**src/rtl/pixel_scan_gen_pkg.sv**
```systemverilog
// ----------------------------------------------------------------------------
// pixel_scan_gen_pkg
//   Common definitions shared by the pixel scan generator and its users.
//   DEF_COORD_W   : default coordinate word width
//   DEF_FRAC_BITS : default fractional bits of emitted coordinates (Q11.21)
//   fp_t          : fixed-point coordinate word at the default width
// ----------------------------------------------------------------------------
package pixel_scan_gen_pkg;

    localparam int DEF_COORD_W   = 32;
    localparam int DEF_FRAC_BITS = 21;

    typedef logic [DEF_COORD_W-1:0] fp_t;

endpackage : pixel_scan_gen_pkg

```
**src/rtl/pixel_scan_gen.sv**
```systemverilog
// ----------------------------------------------------------------------------
// pixel_scan_gen
//   Walks a WIDTH x HEIGHT screen in raster order and hands each pixel's
//   fixed-point (x, y) to a ray pipeline over a valid/ready handshake. The
//   number of issued-but-unreturned pixels is bounded by MAX_INFLIGHT; the
//   frame completes once every issued pixel has come back on ret_valid.
//
// Ports
//   clk, rst_gen       clock, asynchronous active-low reset
//   start              one-cycle frame request (honoured only when idle)
//   continuous         loaded into the repeat latch on start
//   stop               clears the repeat latch; current frame still completes
//   coord_x/coord_y    pixel position, x << FRAC_BITS / y << FRAC_BITS
//   coord_valid/ready  handshake towards the ray pipeline
//   coord_sof          pixel (0,0)
//   coord_eol          last pixel of a line
//   ret_valid          one pixel returned by the ray pipeline
//   inflight           issued-but-unreturned pixel count
//   busy               generator not idle
//   frame_done         one-cycle pulse when the frame has fully drained
//   underflow_err      sticky: a return arrived with nothing outstanding
// ----------------------------------------------------------------------------
module pixel_scan_gen
    import pixel_scan_gen_pkg::*;
#(
    parameter int WIDTH        = 640,
    parameter int HEIGHT       = 480,
    parameter int FRAC_BITS    = DEF_FRAC_BITS,
    parameter int COORD_W      = DEF_COORD_W,
    parameter int MAX_INFLIGHT = 4
) (
    input  logic                              clk,
    input  logic                              rst_gen,
    input  logic                              start,
    input  logic                              continuous,
    input  logic                              stop,
    output logic [COORD_W-1:0]                coord_x,
    output logic [COORD_W-1:0]                coord_y,
    output logic                              coord_valid,
    input  logic                              coord_ready,
    output logic                              coord_sof,
    output logic                              coord_eol,
    input  logic                              ret_valid,
    output logic [$clog2(MAX_INFLIGHT+1)-1:0] inflight,
    output logic                              busy,
    output logic                              frame_done,
    output logic                              underflow_err
);

    localparam int XW    = (WIDTH  > 1) ? $clog2(WIDTH)  : 1;
    localparam int YW    = (HEIGHT > 1) ? $clog2(HEIGHT) : 1;
    localparam int IW    = $clog2(MAX_INFLIGHT + 1);
    localparam int INT_W = COORD_W - FRAC_BITS - 1;

    // The integer part keeps one spare bit below the word's top bit, so the
    // largest coordinate must fit in INT_W bits.
    if (INT_W < 1 || ((WIDTH - 1) >> INT_W) != 0 || ((HEIGHT - 1) >> INT_W) != 0
        || WIDTH < 1 || HEIGHT < 1 || MAX_INFLIGHT < 1) begin : g_bad_cfg
        $error("pixel_scan_gen: WIDTH/HEIGHT do not fit the integer part of COORD_W");
    end

    typedef enum logic [1:0] {
        S_IDLE,
        S_RUN,
        S_DRAIN
    } scan_state_e;

    scan_state_e   state_q, state_d;
    logic [XW-1:0] x_q, x_d;
    logic [YW-1:0] y_q, y_d;
    logic [IW-1:0] inflight_q, inflight_d;
    logic          repeat_q, repeat_d;
    logic          underflow_q, underflow_d;

    logic          xfer;
    logic          x_last;
    logic          y_last;
    logic          drain_exit;

    // Valid depends on registered state only, so the ready input never
    // reaches coord_valid combinationally.
    assign coord_valid = (state_q == S_RUN) && (inflight_q < IW'(MAX_INFLIGHT));
    assign xfer        = coord_valid && coord_ready;
    assign x_last      = (x_q == XW'(WIDTH - 1));
    assign y_last      = (y_q == YW'(HEIGHT - 1));
    assign drain_exit  = (state_q == S_DRAIN) && (inflight_q == '0);

    always_comb begin
        // NOTE: every signal driven here gets a default first so no path
        // through the block leaves it unassigned and infers a latch.
        state_d     = state_q;
        x_d         = x_q;
        y_d         = y_q;
        inflight_d  = inflight_q;
        repeat_d    = repeat_q;
        underflow_d = underflow_q;

        case (state_q)
            S_IDLE:  if (start) state_d = S_RUN;
            S_RUN:   if (xfer && x_last && y_last) state_d = S_DRAIN;
            S_DRAIN: if (drain_exit) state_d = (repeat_q && !stop) ? S_RUN : S_IDLE;
            default: state_d = S_IDLE;
        endcase

        // Raster advance; the wrap after the last pixel leaves x=y=0 ready
        // for the next frame, whether it starts from IDLE or straight after DRAIN.
        if (xfer) begin
            if (x_last) begin
                x_d = '0;
                y_d = y_last ? '0 : y_q + YW'(1);
            end else begin
                x_d = x_q + XW'(1);
            end
        end

        // A simultaneous issue and return cancel out.
        case ({xfer, ret_valid})
            2'b10:   inflight_d = inflight_q + IW'(1);
            2'b01: begin
                if (inflight_q == '0) underflow_d = 1'b1;
                else                  inflight_d  = inflight_q - IW'(1);
            end
            default: inflight_d = inflight_q;
        endcase

        if (state_q == S_IDLE && start) repeat_d = continuous;
        if (stop)                       repeat_d = 1'b0;
    end

    // NOTE: state registers use non-blocking assignments so every flop
    // samples the pre-edge values regardless of process ordering.
    always_ff @(posedge clk or negedge rst_gen) begin
        if (!rst_gen) begin
            state_q     <= S_IDLE;
            x_q         <= '0;
            y_q         <= '0;
            inflight_q  <= '0;
            repeat_q    <= 1'b0;
            underflow_q <= 1'b0;
        end else begin
            state_q     <= state_d;
            x_q         <= x_d;
            y_q         <= y_d;
            inflight_q  <= inflight_d;
            repeat_q    <= repeat_d;
            underflow_q <= underflow_d;
        end
    end

    assign coord_x       = COORD_W'(x_q) << FRAC_BITS;
    assign coord_y       = COORD_W'(y_q) << FRAC_BITS;
    assign coord_sof     = (x_q == '0) && (y_q == '0);
    assign coord_eol     = x_last;
    assign inflight      = inflight_q;
    assign busy          = (state_q != S_IDLE);
    assign frame_done    = drain_exit;
    assign underflow_err = underflow_q;

endmodule : pixel_scan_gen

```
**config.mk**
```make
export PLATFORM = sky130hd
export DESIGN_NAME = pixel_scan_gen
export DESIGN_NICKNAME = d
export VERILOG_FILES = /design/src/rtl/pixel_scan_gen_pkg.sv /design/src/rtl/pixel_scan_gen.sv
export SDC_FILE = /design/constraint.sdc
export NUM_CORES = 1
export LEC_CHECK = 0
export BUFFER_PORTS_ARGS = -buffer_cell sky130_fd_sc_hd__buf_2
export CORE_MARGIN = 2
export CORE_UTILIZATION = 35
export CTS_BUF_LIST = sky130_fd_sc_hd__clkbuf_4 sky130_fd_sc_hd__clkbuf_8 sky130_fd_sc_hd__clkbuf_16
export CTS_CLUSTER_DIAMETER = 100
export DETAILED_ROUTE_END_ITERATION = 6
export PLACE_DENSITY = 0.74
export SLEW_MARGIN = 10
export SYNTH_ARGS = -nofsm -noshare
export SYNTH_HDL_FRONTEND = slang
export SYNTH_SLANG_ARGS = --single-unit
```
**constraint.sdc**
```tcl
create_clock -name clk -period 2.91 [get_ports clk]
set_clock_uncertainty 0.2 [all_clocks]
set_input_delay 0.582 -clock clk [delete_from_list [all_inputs] [get_ports clk]]
set_output_delay 0.582 -clock clk [all_outputs]
set_load 0.02 [all_outputs]
```
==> results.md <==
* Starting Density at 35.7%
* Syn Std Cell Area at 1790 µm²
* CP dominant cell by count: nor4b_1
* Reg2reg end: x_q[7]
* Most frequent cells in the layout: conb_1, buf_2, dfrtp_1, nand2_1, inv_1
* Clk slew on worst S/H paths at 0.10 ns
* CTS Buffer Depth at 2
* Max Cap Viol at 0
* Outcome: finished clean
* Clk pwr share at 22.5%
* H-tree lvl count at 1
* Reg2Reg Depth at 4
* Sw Pwr at 0.531 mW
* Starting DRT DRC Count at 43
* Post-CTS setup buffers at 0
* Setup repair after global routing missed its margin: false
* Initial antenna violation count at 0
* CTS tree: built
* ANT cells at 0
* Average routed wire per standard cell at 11.7 µm
* Sequential share of power at 39.9%
* Post-Syn Instances at 195
* Register area share after synthesis at 36.4%
* Tot GR Track Use at 12.6%
* Max-slew violation count at 0
* Layout cells sized above 1 at 18.6%
* Full die area at 5700 µm²
* Die H at 75.5 µm
* Commonest non-fill, non-tap cell in the layout: conb_1
* CTS root buffer: clkbuf_8
* Pwr dens at 693 nW/µm²
* Crit-path max cell delay at 0.44 ns
* Pre-CTS WS at 0.603 ns
* Post-cts resize count at 0
* FILL cells at 527
* Worst hold margin at 0.104 ns
* Largest net degree at the start of global routing at 27
* Post-CTS Hold Buffers at 0
* Min cycle time layout at 2.60 ns
* Leading register cell type out of synthesis: dfrtp_1
* Int Pwr at 0.788 mW
* Hold Crit Class: input pin to asynchronous set/reset pin
* Max IR drop VDD at 0.244 mV
* Cts bufs inserted at 3
* Worst-Margin Slew at 0.597 ns
* Crit. End Element: primary output
* Startpoint Class: register
* Synth warn at 0
* CTS Sinks at 26
* Reg-to-reg setup timing slack at 0.79 ns
* Comb pwr share at 37.6%
* Core area at 5010 µm²
* Pleak at 0.919 nW
* Worst setup margin at 0.313 ns
* Synth cell types at 41
* Vias in the first global route at 1,145
* Clk Latency, worst-skew pair at 0.27 ns
* Area of the multi-input gates at 878 µm²
* Register area at 651 µm²
* Drt pass-1 iters at 4
* Synth Area per Inst at 9.18 µm²
* Critical path's slowest cell: dfrtp_1
* NumNets Final at 239
* CP required at 2.13 ns
* Tot Pwr at 1.32 mW
* Number of I/O port buffers at 34
* Crit Path Category: register to primary output
* Crit-path max FO at 7
* Post-synth EDFFs at 0
* Worst r2r src: inflight[2]
* Final clock period utilization by the worst path at 89.2%
* Die W at 75.5 µm
* Switching Fraction at 40.3%
* Post-DRT Antenna Nets at 0
* Final hold violation count at 0
* Setup Viol. Count Final at 0
* Post-DR vias/cell at 4.52
* GRT Residual Overflow at 0
* GP Congestion at 0.754
* FF+latch count, synth at 26
* First-pass GRT wire length at 5.52 mm
* Post-synth ARST share at 100%
* Final Util at 38.0%
* Relative slew slack at 60.2%
* Area grow syn2layout at 6.36%
* DP HPWL at 2.60 mm
* Worst path cell trace: inv_1 -> ha_1 -> nor4b_1 -> nand4_1 -> nor4b_1 -> buf_2
* FP Rows at 26
* Setup tns final at 0 ns
* Fmax at 0.385 GHz
* Routed WL at 3.46 mm
* CP arrival at 1.81 ns
* DRC at 0
* IO Count at 80
* Vias at 1,337
sequential cells by signal (all words and copies together) (netlist names):
signal,flops
repeat_q,1
state_q,2
x_q,10
underflow_err,1
y_q,9
inflight,3
through the flow:
step / instance area, µm² / std cells
after floorplan: 1950 / 239
after global placement: 1830 / 292
after detailed placement: 1830 / 292
after CTS: 1900 / 296
after global routing: 1900 / 296
final: 1900 / 296
synth_stat cells, types with 2 or more instances:
cell | n | share of area, %
nor4b_1 | 2 | 0.98
o21ai_1 | 9 | 2.5
a21oi_1 | 6 | 1.7
o21ai_0 | 3 | 0.84
clkbuf_1 | 2 | 0.42
buf_6 | 2 | 1.3
nand4_1 | 8 | 2.8
and4_1 | 4 | 2.0
nand2_1 | 13 | 2.7
dfrtp_1 | 26 | 36
and3_1 | 2 | 0.70
nand3_1 | 6 | 1.7
or3_1 | 4 | 1.4
xor2_1 | 2 | 0.98
inv_1 | 12 | 2.5
nor3b_1 | 2 | 0.84
o211ai_1 | 2 | 0.84
xnor2_1 | 8 | 3.9
nor4_1 | 4 | 1.4
buf_4 | 46 | 19
ha_1 | 4 | 2.8
nor2_1 | 9 | 1.9
power groups by stage:
stage | logic (mW) | clock network, mW | registers [mW]
finish | 0.495 | 0.297 | 0.527
global route | 0.555 | 0.324 | 0.544
CTS | 0.502 | 0.308 | 0.526
detailed placement | 0.497 | 0 | 0.533
global placement | 0.488 | 0 | 0.528
floorplan | 0.345 | 0 | 0.593
worst max-delay path, delay by kind of cell, from the launching register on:
family,cells,cell delay (ns)
adder cells (fa/ha/maj),1,0.13
buffers and inverters,2,0.31
flip-flops,1,0.44
AND/OR/NAND/NOR,3,0.67
worst max path at each step:
stage	slack (ns)	startpoint	end	depth (start not counted)
after floorplan	0.34	y_q[0]	coord_sof	5
after global placement	0.59	y_q[0]	coord_sof	6
after detailed placement	0.60	y_q[0]	coord_sof	6
after CTS	0.29	y_q[0]	coord_sof	6
after global routing	0.21	y_q[0]	coord_sof	6
final	0.31	y_q[0]	coord_sof	6
cells by family after synthesis:
family / count (synthesis) / synth area share, %
and+or+nand+nor: 64 / 22.0
buffers and inverters: 63 / 23.8
DFF: 26 / 36.4
AOI/OAI and AO/OA: 24 / 7.62
xor gates and xnor gates: 10 / 4.90
adders and majority gates: 5 / 3.92
muxes: 2 / 1.19
other: 1 / 0.210
metal layers:
metal	vias up	GRT usage (%)	share of wire [%]
li1	641	-	-
met1	633	16.6	44
met2	61	21.4	48
met3	2	3.17	7.4
met4	0	1.75	0.49
met5	-	0	0
area by class of cell:
class                      count  share of cell area, %
timing repair buffer          34                   8.94
multi-input combinational    150                   46.2
clock inverter                 1                   1.58
clock buffer                   3                   2.17
inverter                      12                   2.37
tap                           70                   4.60
sequential                    26                   34.2
No activity file was read; power rests on OpenSTA's default activity.
